**src/rtl/text_buf_ctrl_if.sv**
```systemverilog
// Command and character-buffer bus between a host/buffer pair and text_buf_ctrl.
// master = controller side, slave = host + buffer side.
interface text_buf_ctrl_if #(
    parameter int unsigned ASCII_SIZE = 8
);
    localparam int unsigned ROW_W = 5;
    localparam int unsigned COL_W = 7;

    logic                  cmd_valid;
    logic [ASCII_SIZE-1:0] cmd_data;
    logic                  cmd_ready;

    logic                  wr_en;
    logic [ROW_W-1:0]      wr_row;
    logic [COL_W-1:0]      wr_col;
    logic [ASCII_SIZE-1:0] wr_data;

    logic [ROW_W-1:0]      rd_row;
    logic [COL_W-1:0]      rd_col;
    logic [ASCII_SIZE-1:0] rd_data;

    modport master (
        input  cmd_valid, cmd_data, rd_data,
        output cmd_ready, wr_en, wr_row, wr_col, wr_data, rd_row, rd_col
    );

    modport slave (
        output cmd_valid, cmd_data, rd_data,
        input  cmd_ready, wr_en, wr_row, wr_col, wr_data, rd_row, rd_col
    );
endinterface

```
**src/rtl/text_buf_ctrl.sv**
```systemverilog
// Text-mode character buffer controller: places glyph codes at the cursor, handles CR/LF/FF.
// Define TEXT_SCROLL_EN to scroll the screen up one row on a row advance past the bottom.
module text_buf_ctrl #(
    parameter int unsigned CHARS_HORZ = 80,
    parameter int unsigned CHARS_VERT = 30,
    parameter int unsigned ASCII_SIZE = 8
) (
    input  logic                clk_25M,
    input  logic                reset_n,
    text_buf_ctrl_if.master     bus,
    output logic [4:0]          cursor_row,
    output logic [6:0]          cursor_col,
    output logic                busy
);
    localparam int unsigned ROW_W = 5;
    localparam int unsigned COL_W = 7;

    localparam logic [ROW_W-1:0]      LAST_ROW = ROW_W'(CHARS_VERT - 1);
    localparam logic [COL_W-1:0]      LAST_COL = COL_W'(CHARS_HORZ - 1);
    localparam logic [ASCII_SIZE-1:0] CH_SPACE = ASCII_SIZE'(32'h20);
    localparam logic [ASCII_SIZE-1:0] CH_TILDE = ASCII_SIZE'(32'h7E);
    localparam logic [ASCII_SIZE-1:0] CH_LF    = ASCII_SIZE'(32'h0A);
    localparam logic [ASCII_SIZE-1:0] CH_CR    = ASCII_SIZE'(32'h0D);
    localparam logic [ASCII_SIZE-1:0] CH_FF    = ASCII_SIZE'(32'h0C);

`ifdef TEXT_SCROLL_EN
    typedef enum logic [2:0] {
        IDLE  = 3'd0,
        PUT   = 3'd1,
        COPY  = 3'd2,
        BLANK = 3'd3,
        CLEAR = 3'd4
    } state_e;
`else
    typedef enum logic [2:0] {
        IDLE  = 3'd0,
        PUT   = 3'd1,
        CLEAR = 3'd4
    } state_e;
`endif

    state_e                state_q, state_d;
    logic [ROW_W-1:0]      cur_row_q, cur_row_d;
    logic [COL_W-1:0]      cur_col_q, cur_col_d;
    logic                  wr_en_q, wr_en_d;
    logic [ROW_W-1:0]      wr_row_q, wr_row_d;
    logic [COL_W-1:0]      wr_col_q, wr_col_d;
    logic [ASCII_SIZE-1:0] wr_data_q, wr_data_d;
    logic [ROW_W-1:0]      srow_q, srow_d;
    logic [COL_W-1:0]      scol_q, scol_d;
    logic                  tail_q, tail_d;
    logic                  ready_q, ready_d;
    logic                  busy_q, busy_d;
    logic                  row_adv;

`ifdef TEXT_SCROLL_EN
    logic [ROW_W-1:0]      rd_row_q, rd_row_d;
    logic [COL_W-1:0]      rd_col_q, rd_col_d;
    logic                  pend_q, pend_d;
    logic [ROW_W-1:0]      prow_q, prow_d;
    logic [COL_W-1:0]      pcol_q, pcol_d;
`endif

    // State and datapath registers; reset lands in CLEAR so the screen is blanked first
    always_ff @(posedge clk_25M or negedge reset_n) begin
        if (!reset_n) begin
            state_q   <= CLEAR;
            cur_row_q <= '0;
            cur_col_q <= '0;
            wr_en_q   <= 1'b0;
            wr_row_q  <= '0;
            wr_col_q  <= '0;
            wr_data_q <= '0;
            srow_q    <= '0;
            scol_q    <= '0;
            tail_q    <= 1'b0;
            ready_q   <= 1'b0;
            busy_q    <= 1'b1;
`ifdef TEXT_SCROLL_EN
            rd_row_q  <= '0;
            rd_col_q  <= '0;
            pend_q    <= 1'b0;
            prow_q    <= '0;
            pcol_q    <= '0;
`endif
        end else begin
            state_q   <= state_d;
            cur_row_q <= cur_row_d;
            cur_col_q <= cur_col_d;
            wr_en_q   <= wr_en_d;
            wr_row_q  <= wr_row_d;
            wr_col_q  <= wr_col_d;
            wr_data_q <= wr_data_d;
            srow_q    <= srow_d;
            scol_q    <= scol_d;
            tail_q    <= tail_d;
            ready_q   <= ready_d;
            busy_q    <= busy_d;
`ifdef TEXT_SCROLL_EN
            rd_row_q  <= rd_row_d;
            rd_col_q  <= rd_col_d;
            pend_q    <= pend_d;
            prow_q    <= prow_d;
            pcol_q    <= pcol_d;
`endif
        end
    end

    // Next-state logic; tail_q marks the drain cycle that lets the final write land before IDLE
    always_comb begin
        state_d   = state_q;
        cur_row_d = cur_row_q;
        cur_col_d = cur_col_q;
        wr_en_d   = 1'b0;
        wr_row_d  = wr_row_q;
        wr_col_d  = wr_col_q;
        wr_data_d = wr_data_q;
        srow_d    = srow_q;
        scol_d    = scol_q;
        tail_d    = tail_q;
        row_adv   = 1'b0;
`ifdef TEXT_SCROLL_EN
        rd_row_d  = rd_row_q;
        rd_col_d  = rd_col_q;
        pend_d    = 1'b0;
        prow_d    = prow_q;
        pcol_d    = pcol_q;
`endif

        case (state_q)
            IDLE: begin
                if (bus.cmd_valid) begin
                    if (bus.cmd_data >= CH_SPACE && bus.cmd_data <= CH_TILDE) begin
                        state_d   = PUT;
                        wr_en_d   = 1'b1;
                        wr_row_d  = cur_row_q;
                        wr_col_d  = cur_col_q;
                        wr_data_d = bus.cmd_data;
                    end else if (bus.cmd_data == CH_LF) begin
                        row_adv = 1'b1;
                    end else if (bus.cmd_data == CH_CR) begin
                        cur_col_d = '0;
                    end else if (bus.cmd_data == CH_FF) begin
                        state_d = CLEAR;
                        srow_d  = '0;
                        scol_d  = '0;
                        tail_d  = 1'b0;
                    end
                end
            end

            PUT: begin
                state_d = IDLE;
                if (cur_col_q == LAST_COL) begin
                    row_adv = 1'b1;
                end else begin
                    cur_col_d = cur_col_q + COL_W'(1);
                end
            end

`ifdef TEXT_SCROLL_EN
            // Read (r,c) this cycle, write its data to (r-1,c) once rd_data returns
            COPY: begin
                if (pend_q) begin
                    wr_en_d   = 1'b1;
                    wr_row_d  = prow_q - ROW_W'(1);
                    wr_col_d  = pcol_q;
                    wr_data_d = bus.rd_data;
                end
                if (tail_q) begin
                    tail_d   = 1'b0;
                    state_d  = BLANK;
                    scol_d   = '0;
                    rd_row_d = '0;
                    rd_col_d = '0;
                end else begin
                    pend_d = 1'b1;
                    prow_d = rd_row_q;
                    pcol_d = rd_col_q;
                    if (rd_col_q == LAST_COL) begin
                        rd_col_d = '0;
                        if (rd_row_q == LAST_ROW) begin
                            tail_d = 1'b1;
                        end else begin
                            rd_row_d = rd_row_q + ROW_W'(1);
                        end
                    end else begin
                        rd_col_d = rd_col_q + COL_W'(1);
                    end
                end
            end

            BLANK: begin
                if (tail_q) begin
                    tail_d  = 1'b0;
                    state_d = IDLE;
                end else begin
                    wr_en_d   = 1'b1;
                    wr_row_d  = LAST_ROW;
                    wr_col_d  = scol_q;
                    wr_data_d = CH_SPACE;
                    if (scol_q == LAST_COL) begin
                        scol_d = '0;
                        tail_d = 1'b1;
                    end else begin
                        scol_d = scol_q + COL_W'(1);
                    end
                end
            end
`endif

            CLEAR: begin
                if (tail_q) begin
                    tail_d    = 1'b0;
                    state_d   = IDLE;
                    cur_row_d = '0;
                    cur_col_d = '0;
                end else begin
                    wr_en_d   = 1'b1;
                    wr_row_d  = srow_q;
                    wr_col_d  = scol_q;
                    wr_data_d = CH_SPACE;
                    if (scol_q == LAST_COL) begin
                        scol_d = '0;
                        if (srow_q == LAST_ROW) begin
                            srow_d = '0;
                            tail_d = 1'b1;
                        end else begin
                            srow_d = srow_q + ROW_W'(1);
                        end
                    end else begin
                        scol_d = scol_q + COL_W'(1);
                    end
                end
            end

            default: state_d = IDLE;
        endcase

        // Row advance shared by LF and end-of-row wrap after a PUT
        if (row_adv) begin
            cur_col_d = '0;
            if (cur_row_q == LAST_ROW) begin
`ifdef TEXT_SCROLL_EN
                state_d  = COPY;
                rd_row_d = ROW_W'(1);
                rd_col_d = '0;
                tail_d   = 1'b0;
`else
                cur_row_d = '0;
`endif
            end else begin
                cur_row_d = cur_row_q + ROW_W'(1);
            end
        end

        ready_d = (state_d == IDLE);
        busy_d  = (state_d != IDLE);
    end

    assign bus.cmd_ready = ready_q;
    assign bus.wr_en     = wr_en_q;
    assign bus.wr_row    = wr_row_q;
    assign bus.wr_col    = wr_col_q;
    assign bus.wr_data   = wr_data_q;
    assign cursor_row    = cur_row_q;
    assign cursor_col    = cur_col_q;
    assign busy          = busy_q;

`ifdef TEXT_SCROLL_EN
    assign bus.rd_row = rd_row_q;
    assign bus.rd_col = rd_col_q;
`else
    logic unused_rd_data;
    assign unused_rd_data = ^bus.rd_data;
    assign bus.rd_row     = '0;
    assign bus.rd_col     = '0;
`endif
endmodule
```
**src/flat_wrapper.sv**
```systemverilog
// flat-port wrapper written by rule: the top's interface ports become plain ports
module text_buf_ctrl_flat 
#(
    parameter int unsigned CHARS_HORZ = 80,
    parameter int unsigned CHARS_VERT = 30,
    parameter int unsigned ASCII_SIZE = 8
)
  (clk_25M, reset_n, cursor_row, cursor_col, busy, bus_cmd_valid, bus_cmd_data, bus_rd_data, bus_cmd_ready, bus_wr_en, bus_wr_row, bus_wr_col, bus_wr_data, bus_rd_row, bus_rd_col);
  text_buf_ctrl_if #(.ASCII_SIZE(ASCII_SIZE)) bus_i ();
  input  logic clk_25M;
  input  logic reset_n;
  output logic [4:0] cursor_row;
  output logic [6:0] cursor_col;
  output logic busy;
  input wire logic [$bits(bus_i.cmd_valid)-1:0] bus_cmd_valid;
  input wire logic [$bits(bus_i.cmd_data)-1:0] bus_cmd_data;
  input wire logic [$bits(bus_i.rd_data)-1:0] bus_rd_data;
  output wire logic [$bits(bus_i.cmd_ready)-1:0] bus_cmd_ready;
  output wire logic [$bits(bus_i.wr_en)-1:0] bus_wr_en;
  output wire logic [$bits(bus_i.wr_row)-1:0] bus_wr_row;
  output wire logic [$bits(bus_i.wr_col)-1:0] bus_wr_col;
  output wire logic [$bits(bus_i.wr_data)-1:0] bus_wr_data;
  output wire logic [$bits(bus_i.rd_row)-1:0] bus_rd_row;
  output wire logic [$bits(bus_i.rd_col)-1:0] bus_rd_col;
  assign bus_i.cmd_valid = bus_cmd_valid;
  assign bus_i.cmd_data = bus_cmd_data;
  assign bus_i.rd_data = bus_rd_data;
  assign bus_cmd_ready = bus_i.cmd_ready;
  assign bus_wr_en = bus_i.wr_en;
  assign bus_wr_row = bus_i.wr_row;
  assign bus_wr_col = bus_i.wr_col;
  assign bus_wr_data = bus_i.wr_data;
  assign bus_rd_row = bus_i.rd_row;
  assign bus_rd_col = bus_i.rd_col;
  text_buf_ctrl #(.CHARS_HORZ(CHARS_HORZ), .CHARS_VERT(CHARS_VERT), .ASCII_SIZE(ASCII_SIZE)) u_core (.clk_25M(clk_25M), .reset_n(reset_n), .bus(bus_i), .cursor_row(cursor_row), .cursor_col(cursor_col), .busy(busy));
endmodule
```
**config.mk**
```make
export PLATFORM = sky130hd
export DESIGN_NAME = text_buf_ctrl_flat
export DESIGN_NICKNAME = d
export VERILOG_FILES = /design/src/rtl/text_buf_ctrl_if.sv /design/src/rtl/text_buf_ctrl.sv /design/src/flat_wrapper.sv
export SDC_FILE = /design/constraint.sdc
export NUM_CORES = 1
export LEC_CHECK = 0
export ABC_AREA = 1
export BUFFER_PORTS_ARGS = -buffer_cell sky130_fd_sc_hd__buf_2
export CORE_MARGIN = 4
export CORE_UTILIZATION = 35
export CTS_CLUSTER_SIZE = 16
export DETAILED_ROUTE_END_ITERATION = 10
export PLACE_DENSITY_LB_ADDON = 0.05
export RECOVER_POWER = 25
export SYNTH_ARGS = -nofsm -noshare
export SYNTH_HDL_FRONTEND = slang
export SYNTH_SLANG_ARGS = --single-unit
export TNS_END_PERCENT = 1
```
**constraint.sdc**
```tcl
create_clock -name clk_25M -period 2.7 [get_ports clk_25M]
set_input_delay 0.27 -clock clk_25M [delete_from_list [all_inputs] [get_ports clk_25M]]
set_output_delay 0.27 -clock clk_25M [all_outputs]
set_load 0.01 [all_outputs]
```
==> results of run 1 <==
==> timing repair <==
action | CTS | global route
endpoints found under the setup margin | 0 | 0
endpoints found under the hold margin | 49 | 0
hold buffers | 1 | 0
==> synthesized netlist by cell type, types with 4 or more instances <==
cell type    n  share of area, %
nand2_1    159                21
dfrtp_1     49                42
inv_1       35               4.5
nor2_1      31               4.0
nand3_1     26               4.5
o21ai_0     19               3.3
buf_4       16               4.2
ha_1         6               2.6
nand2_4      5               1.9
nand4_1      5               1.1
inv_2        4              0.52
nand2_2      4              0.86
==> worst max-delay path, cell delays in order, from the launching register on <==
cell and delay [ns]:
dfstp_2 0.61, nand2_4 0.19, inv_4 0.27, nand2_4 0.10, nand2_4 0.09, nand2_4 0.09
inv_4 0.15, nand2_1 0.14, nand2_1 0.09, nand2_1 0.05
==> power breakdown <==
group	total, uW	leakage (uW)	internal, uW	switching (uW)
registers	840	0.000688	810	29.3
logic	230	0.00106	73.2	157
clock network	443	0.0000412	182	261
total	1510	0.00179	1070	447
==> layer usage <==
metal | global-route usage, % | vias to the layer above | wire length [um] | share of wire [%]
met5 | 0 | - | 0 | 0
met4 | 3.466 | 0 | 68 | 0.99
met3 | 2.619 | 6 | 257 | 3.7
met2 | 24.17 | 39 | 3169 | 46
met1 | 20.55 | 1106 | 3370 | 49
li1 | - | 1278 | - | -
==> final cells by class <==
type                    count  area, sq um
flip-flops and latches     51         1279
fillers                   868         4644
multi-input cells         291         1351
repair buffers             48        241.5
inverters                  41        158.9
clock inverters             2        12.51
well taps                 102        127.6
clock buffers               6        72.57
==> metrics by stage <==
step | instances | total power [uW] | setup WS [ns] | hold WS [ns]
after global routing | 541 | 1609 | 0.4713 | 0.3099
after floorplan | 403 | 1014 | 1.240 | -0.02559
after global placement | 532 | 1091 | 0.8125 | 0.2956
after CTS | 541 | 1548 | 0.7857 | 0.2869
final | 541 | 1512 | 0.8090 | 0.2971
after detailed placement | 532 | 1092 | 0.7999 | 0.2917
==> cell families after synthesis <==
group	after synthesis	share of synthesized area, %
compound gates	25	4.583
flops	51	44.19
xor+xnor	4	1.211
other cells	1	0.1296
simple gates	243	36.62
fa+ha+maj	6	2.594
buf+inv	61	10.68
==> registers in the layout, indices dropped and copies added, names as in the netlist <==
signal and cells:
u_core.bus.cmd_ready 1, u_core.cursor_row 5, u_core.bus.wr_row 5, u_core.cursor_col 7, u_core.scol_q 7, u_core.srow_q 5
u_core.bus.wr_en 1, u_core.tail_q 1, u_core.bus.wr_col 7, u_core.busy 1, u_core.state_q 3, u_core.bus.wr_data 8
==> how the worst max path moves through the flow <==
| stage | end | slack [ns] | depth (start not counted) |
|---|---|---|---|
| floorplan | u_core.cursor_col[0] | 1.24 | 10 |
| global placement | u_core.srow_q[3] | 0.81 | 9 |
| detailed placement | u_core.srow_q[2] | 0.80 | 9 |
| CTS | u_core.srow_q[2] | 0.79 | 9 |
| global route | u_core.state_q[0] | 0.47 | 3 |
| finish | u_core.srow_q[2] | 0.81 | 9 |
==> impl_metrics.tcl, run 1 <==
set metrics [dict create \
    status "finished, final reports clean" \
    vias 2429 \
    layout_common_cells "nand2_1 (159), dfrtp_1 (49), buf_2 (44)" \
    r2r-start "u_core.state_q[2]" \
    die_h_um 98.93 \
    rsz0062_at_grt "false" \
    antenna_found_initial 0 \
    netlist_instances 391 \
    start_kind "flip-flop" \
    drive_above_1_share_pct 17.54 \
    post_dp_cell_area_sq_um 3157 \
    area_delta_synth_final_pct 12.06 \
    hold_class "input port to flip-flop" \
    ff2ff_setup_slack_ns 0.81 \
    min_path_cells 5 \
    layout_commonest_cell "nand2_1" \
    drv_cap 0 \
    pwr_density_cell_nw_per_um2 466.3 \
    grt_pass1_vias 2371 \
    post-dp-hpwl_um 5176 \
    cts_resized 0 \
    avgViaCountPerCell 4.490 \
    post-route-period-util_pct 70.04 \
    fin_util_pct 41.12 \
    worst_pin_slew_ns 1.484 \
    avgSynthCellArea_sq_um 7.402 \
    synth_seq_cells 51 \
    min_from "bus_cmd_data[3]" \
    clkLatencyLatePin_ns 0.31 \
    p_leak_uw 0.001789 \
    crit_arrival_ns 2.10 \
    nets 463 \
    die_area_sq_um 9787 \
    numCtsBuffers 5 \
    setup_viol 0 \
    finalSetupTns_ns 0 \
    fin_worst_skew_ns 0.009798 \
    crit_type "flip-flop to flip-flop" \
    crit_start "u_core.state_q[2]" \
    grt_max_degree 28 \
    diodes 0 \
    cts_root_buf "clkbuf_8" \
    yosys_warnings 0 \
    ant_nets 0 \
    clock_path_buffers 2 \
    cts_tree "done" \
    wl_per_cell_um 12.69 \
    yosys.cell_types.count 31 \
    timing.critical_path.fanout_max 26 \
    grt_overflow 0 \
    cp.required_ns 2.91 \
    reg2reg_to "u_core.srow_q[2]" \
    r2r_cells 9 \
    drv_slew 0 \
    io_pins 66 \
    drt-pass1-iter-count 4 \
    async_flop_share_pct 100.0 \
    start_util_pct 36.69 \
    ys_seq_area_share_pct 44.19 \
    grt_pass1_wl_um 11850 \
    die_w_um 98.93 \
    finalHoldViolations 0 \
    numPortBuffers 45 \
    final_cell_area_sq_um 3243 \
    cts.sinks 51 \
    clk_pin_slew_ns 0.10 \
    coreArea_sq_um 7888 \
    ys.flop_type "dfrtp_1" \
    rows 32 \
    place_congestion 0.8311 \
    end_kind "flip-flop" \
    cts_setup_buffers 0 \
    routed_wl_um 6865 \
    fmax_mhz 528.8 \
    htree_levels 2 \
    drt_iter0_drc 102 \
    ir_drop_mv 0.1609 \
    gr-usage-all-layers_pct 14.84 \
    drc 0 \
    fin_crit_ns 1.891 \
    hold_end "u_core.bus.wr_data[3]" \
    synth_edf_count 0 \
    slew_headroom_pct 1.085 \
    syn_area_sq_um 2894 \
]
(Power assumes the default switching activity.)
==> run 2: changes to the inputs <==
--- a/config.mk
+++ b/config.mk
@@ -5,7 +5,7 @@
 export SDC_FILE = /design/constraint.sdc
 export NUM_CORES = 1
 export LEC_CHECK = 0
-export ABC_AREA = 1
+export ABC_AREA = 0
 export BUFFER_PORTS_ARGS = -buffer_cell sky130_fd_sc_hd__buf_2
 export CORE_MARGIN = 4
 export CORE_UTILIZATION = 35
==> constraint.sdc (replaced) <==
create_clock -name clk_25M -period 1.69 [get_ports clk_25M]
set_input_delay 0.169 -clock clk_25M [delete_from_list [all_inputs] [get_ports clk_25M]]
set_output_delay 0.169 -clock clk_25M [all_outputs]
set_load 0.01 [all_outputs]
==> run 2 against run 1 <==
Against the previous run:
- the flow now finishes with violations (negative setup slack)
- sequential share of layout area decreased by 4.1 points
- register-to-register slack got worse by 1.1 ns
- core utilization increased by 7.7 points
- highest routed layer unchanged
- synthesized cell count shrank 21%
- non-clock buffer count increased by 54
- largest cell class unchanged
==> impl_metrics.tcl, run 2 <==
set metrics [dict create \
    start_kind "flip-flop" \
    rsz0062_at_grt "true" \
    netlist_instances 307 \
    hold_class "input port to flip-flop" \
    place_congestion 0.8286 \
    drive_above_1_share_pct 34.16 \
    start_util_pct 36.78 \
    async_flop_share_pct 100.0 \
    crit_buf_inv 2 \
    p_leak_uw 0.001666 \
    end_kind "flip-flop" \
    crit_family "simple AND/OR/NAND/NOR gates" \
    cts_setup_buffers 0 \
    fin_ws_ns -0.2835 \
    post-route-period-util_pct 116.8 \
    final-seq-area_sq_um 1279 \
    cp.required_ns 1.92 \
    coreArea_sq_um 7408 \
    cts.sinks 51 \
    gr-usage-all-layers_pct 16.05 \
    grt_pass1_wl_um 11610 \
    area_delta_synth_final_pct 32.69 \
    critPathSlowestCell "or4b_4" \
    yosys.cell_types.count 46 \
    layout_common_cells "dfrtp_1 (49), buf_4 (47), buf_2 (44)" \
    layout_commonest_cell "dfrtp_1" \
    die_w_um 96.24 \
    crit_arrival_ns 2.20 \
    largest_register_ff_count 8 \
    violations "negative setup slack" \
    fmax_mhz 506.7 \
    die_h_um 96.24 \
    setup_viol 41 \
    ys.flop_type "dfrtp_1" \
    timing.critical_path.fanout_max 10 \
    post-dp-hpwl_um 5431 \
    slew_headroom_pct 38.52 \
    cts_tree "done" \
    yosys_warnings 0 \
    antenna_found_initial 0 \
    multi_input_area_sq_um 1368 \
    numPortBuffers 45 \
    drv_cap 0 \
    synth_top_cell_area_share_pct 45.00 \
    vias 2465 \
    path_cells "or4b_4 -> buf_6 -> o41ai_4 -> buf_4 -> nor2_1 -> a31oi_1" \
    worst_pin_slew_ns 0.9223 \
    timing.hold.ws_ns 0.1455 \
    clock_path_buffers 2 \
    synth_seq_cells 51 \
    synth_edf_count 0 \
    drc 0 \
    fillCellCount 752 \
    drv_slew 0 \
    yosysMostFrequentCell "dfrtp_1" \
    rows 31 \
    grt_overflow 0 \
    pwr_density_cell_nw_per_um2 810.9 \
    wl_per_cell_um 14.06 \
    crit_type "flip-flop to flip-flop" \
    htree_levels 2 \
    ys_seq_area_share_pct 46.92 \
    cts_root_buf "clkbuf_8" \
    ir_drop_mv 0.3564 \
    clk_pin_slew_ns 0.10 \
    status "finished with violations" \
    io_pins 66 \
    clkLatencyLatePin_ns 0.31 \
    ys_top_cells_by_area "dfrtp_1 (45%), nand2_1 (6.2%), o21ai_0 (4.8%)" \
    nets 428 \
    fin_worst_skew_ns 0.007403 \
    avgViaCountPerCell 4.901 \
    finalHoldViolations 0 \
    ant_nets 0 \
    die_area_sq_um 9262 \
    avgSynthCellArea_sq_um 8.877 \
    drt_iter0_drc 70 \
    numCtsBuffers 5 \
    grt_pass1_vias 2378 \
    diodes 0 \
    cpPeakStageDelay_ns 0.56 \
    drt-pass1-iter-count 4 \
    synth_common_cells "dfrtp_1 (49), nand2_1 (45), nor2_1 (31), o21ai_0 (26), nand3_1 (20)" \
    fin_crit_ns 1.974 \
    grt_max_degree 37 \
    routed_wl_um 7072 \
    syn_area_sq_um 2725 \
    synth_area_leader_cell "dfrtp_1" \
    fin_util_pct 48.81 \
]
run 2: kinds of logic (layout without fill, tap and decap cells):
family	after synthesis	after routing	share of synthesized area, %
buf+inv	39	124	7.438
simple gates	138	138	26.17
other cells	1	13	0.1376
xor+xnor	1	1	0.3215
mux	1	1	0.4132
fa+ha+maj	6	6	2.755
flops	51	51	46.92
compound gates	70	70	15.84
run 2: cell type report:
type                            count  area share [%]
Sequential cell                    51           35.36
Clock buffer                        5           1.903
Inverter                           14           1.453
Multi-Input combinational cell    229           37.82
Clock inverter                      3          0.5190
Tap cell                           99           3.426
Timing Repair Buffer              102           19.52
run 2: worst reg2reg max path: stages, from the launching register on:
cell	delay (ns)
dfstp_2	0.40
or4b_4	0.56
buf_6	0.14
o41ai_4	0.35
buf_4	0.25
nor2_1	0.05
a31oi_1	0.14
run 2: report_power, final:
part / switching [uW] / total (uW) / leakage (uW) / internal [uW]
logic: 416 / 741 / 0.00102 / 325
registers: 91.7 / 1470 / 0.000594 / 1380
clock network: 427 / 720 / 0.0000483 / 293
total: 935 / 2930 / 0.00167 / 2000
run 2: per-stage QoR:
| step | power, uW | instance area (sq um) | TNS [ns] | instances | worst slack [ns] |
|---|---|---|---|---|---|
| after floorplan | 1865 | 2770 | -5.796 | 319 | -0.2618 |
| after global placement | 2229 | 3438 | -7.765 | 494 | -0.2567 |
| after detailed placement | 2236 | 3438 | -8.133 | 494 | -0.2758 |
| after CTS | 2982 | 3588 | -7.583 | 503 | -0.2882 |
| after global routing | 3118 | 3616 | -11.55 | 503 | -0.4008 |
| final | 2932 | 3616 | -6.342 | 503 | -0.2835 |
run 2: what timing repair did:
| action | in CTS | in global routing |
|---|---|---|
| endpoints found under the setup margin | 48 | 48 |
| hold endpoints to repair | 15 | 0 |
| cloned | 0 | 0 |
| gates resized for setup | 25 | 12 |
| pin swaps | 14 | 3 |
| hold buffers | 1 | 0 |
run 2: final timing paths:
path	slack, ns	depth (start not counted)	to	from
min in group asynchronous	0.52	2	u_core.scol_q[4]	reset_n
max in group asynchronous	0.28	3	u_core.state_q[2]	reset_n
worst max register to register	-0.28	6	u_core.bus.wr_row[2]	u_core.state_q[2]
worst max-delay path	-0.28	6	u_core.bus.wr_row[2]	u_core.state_q[2]
worst min register to register	0.51	2	u_core.bus.wr_data[7]	u_core.bus.wr_data[7]
worst min-delay path	0.15	3	u_core.bus.wr_data[3]	bus_cmd_data[3]
run 2: routing by layer:
layer / global-route usage (%) / vias up / wire length, um
li1: - / 1238 / -
met1: 21.94 / 1164 / 3347
met2: 26.34 / 59 / 3334
met3: 2.971 / 4 / 345
met4: 3.555 / 0 / 44
met5: 0 / - / 0
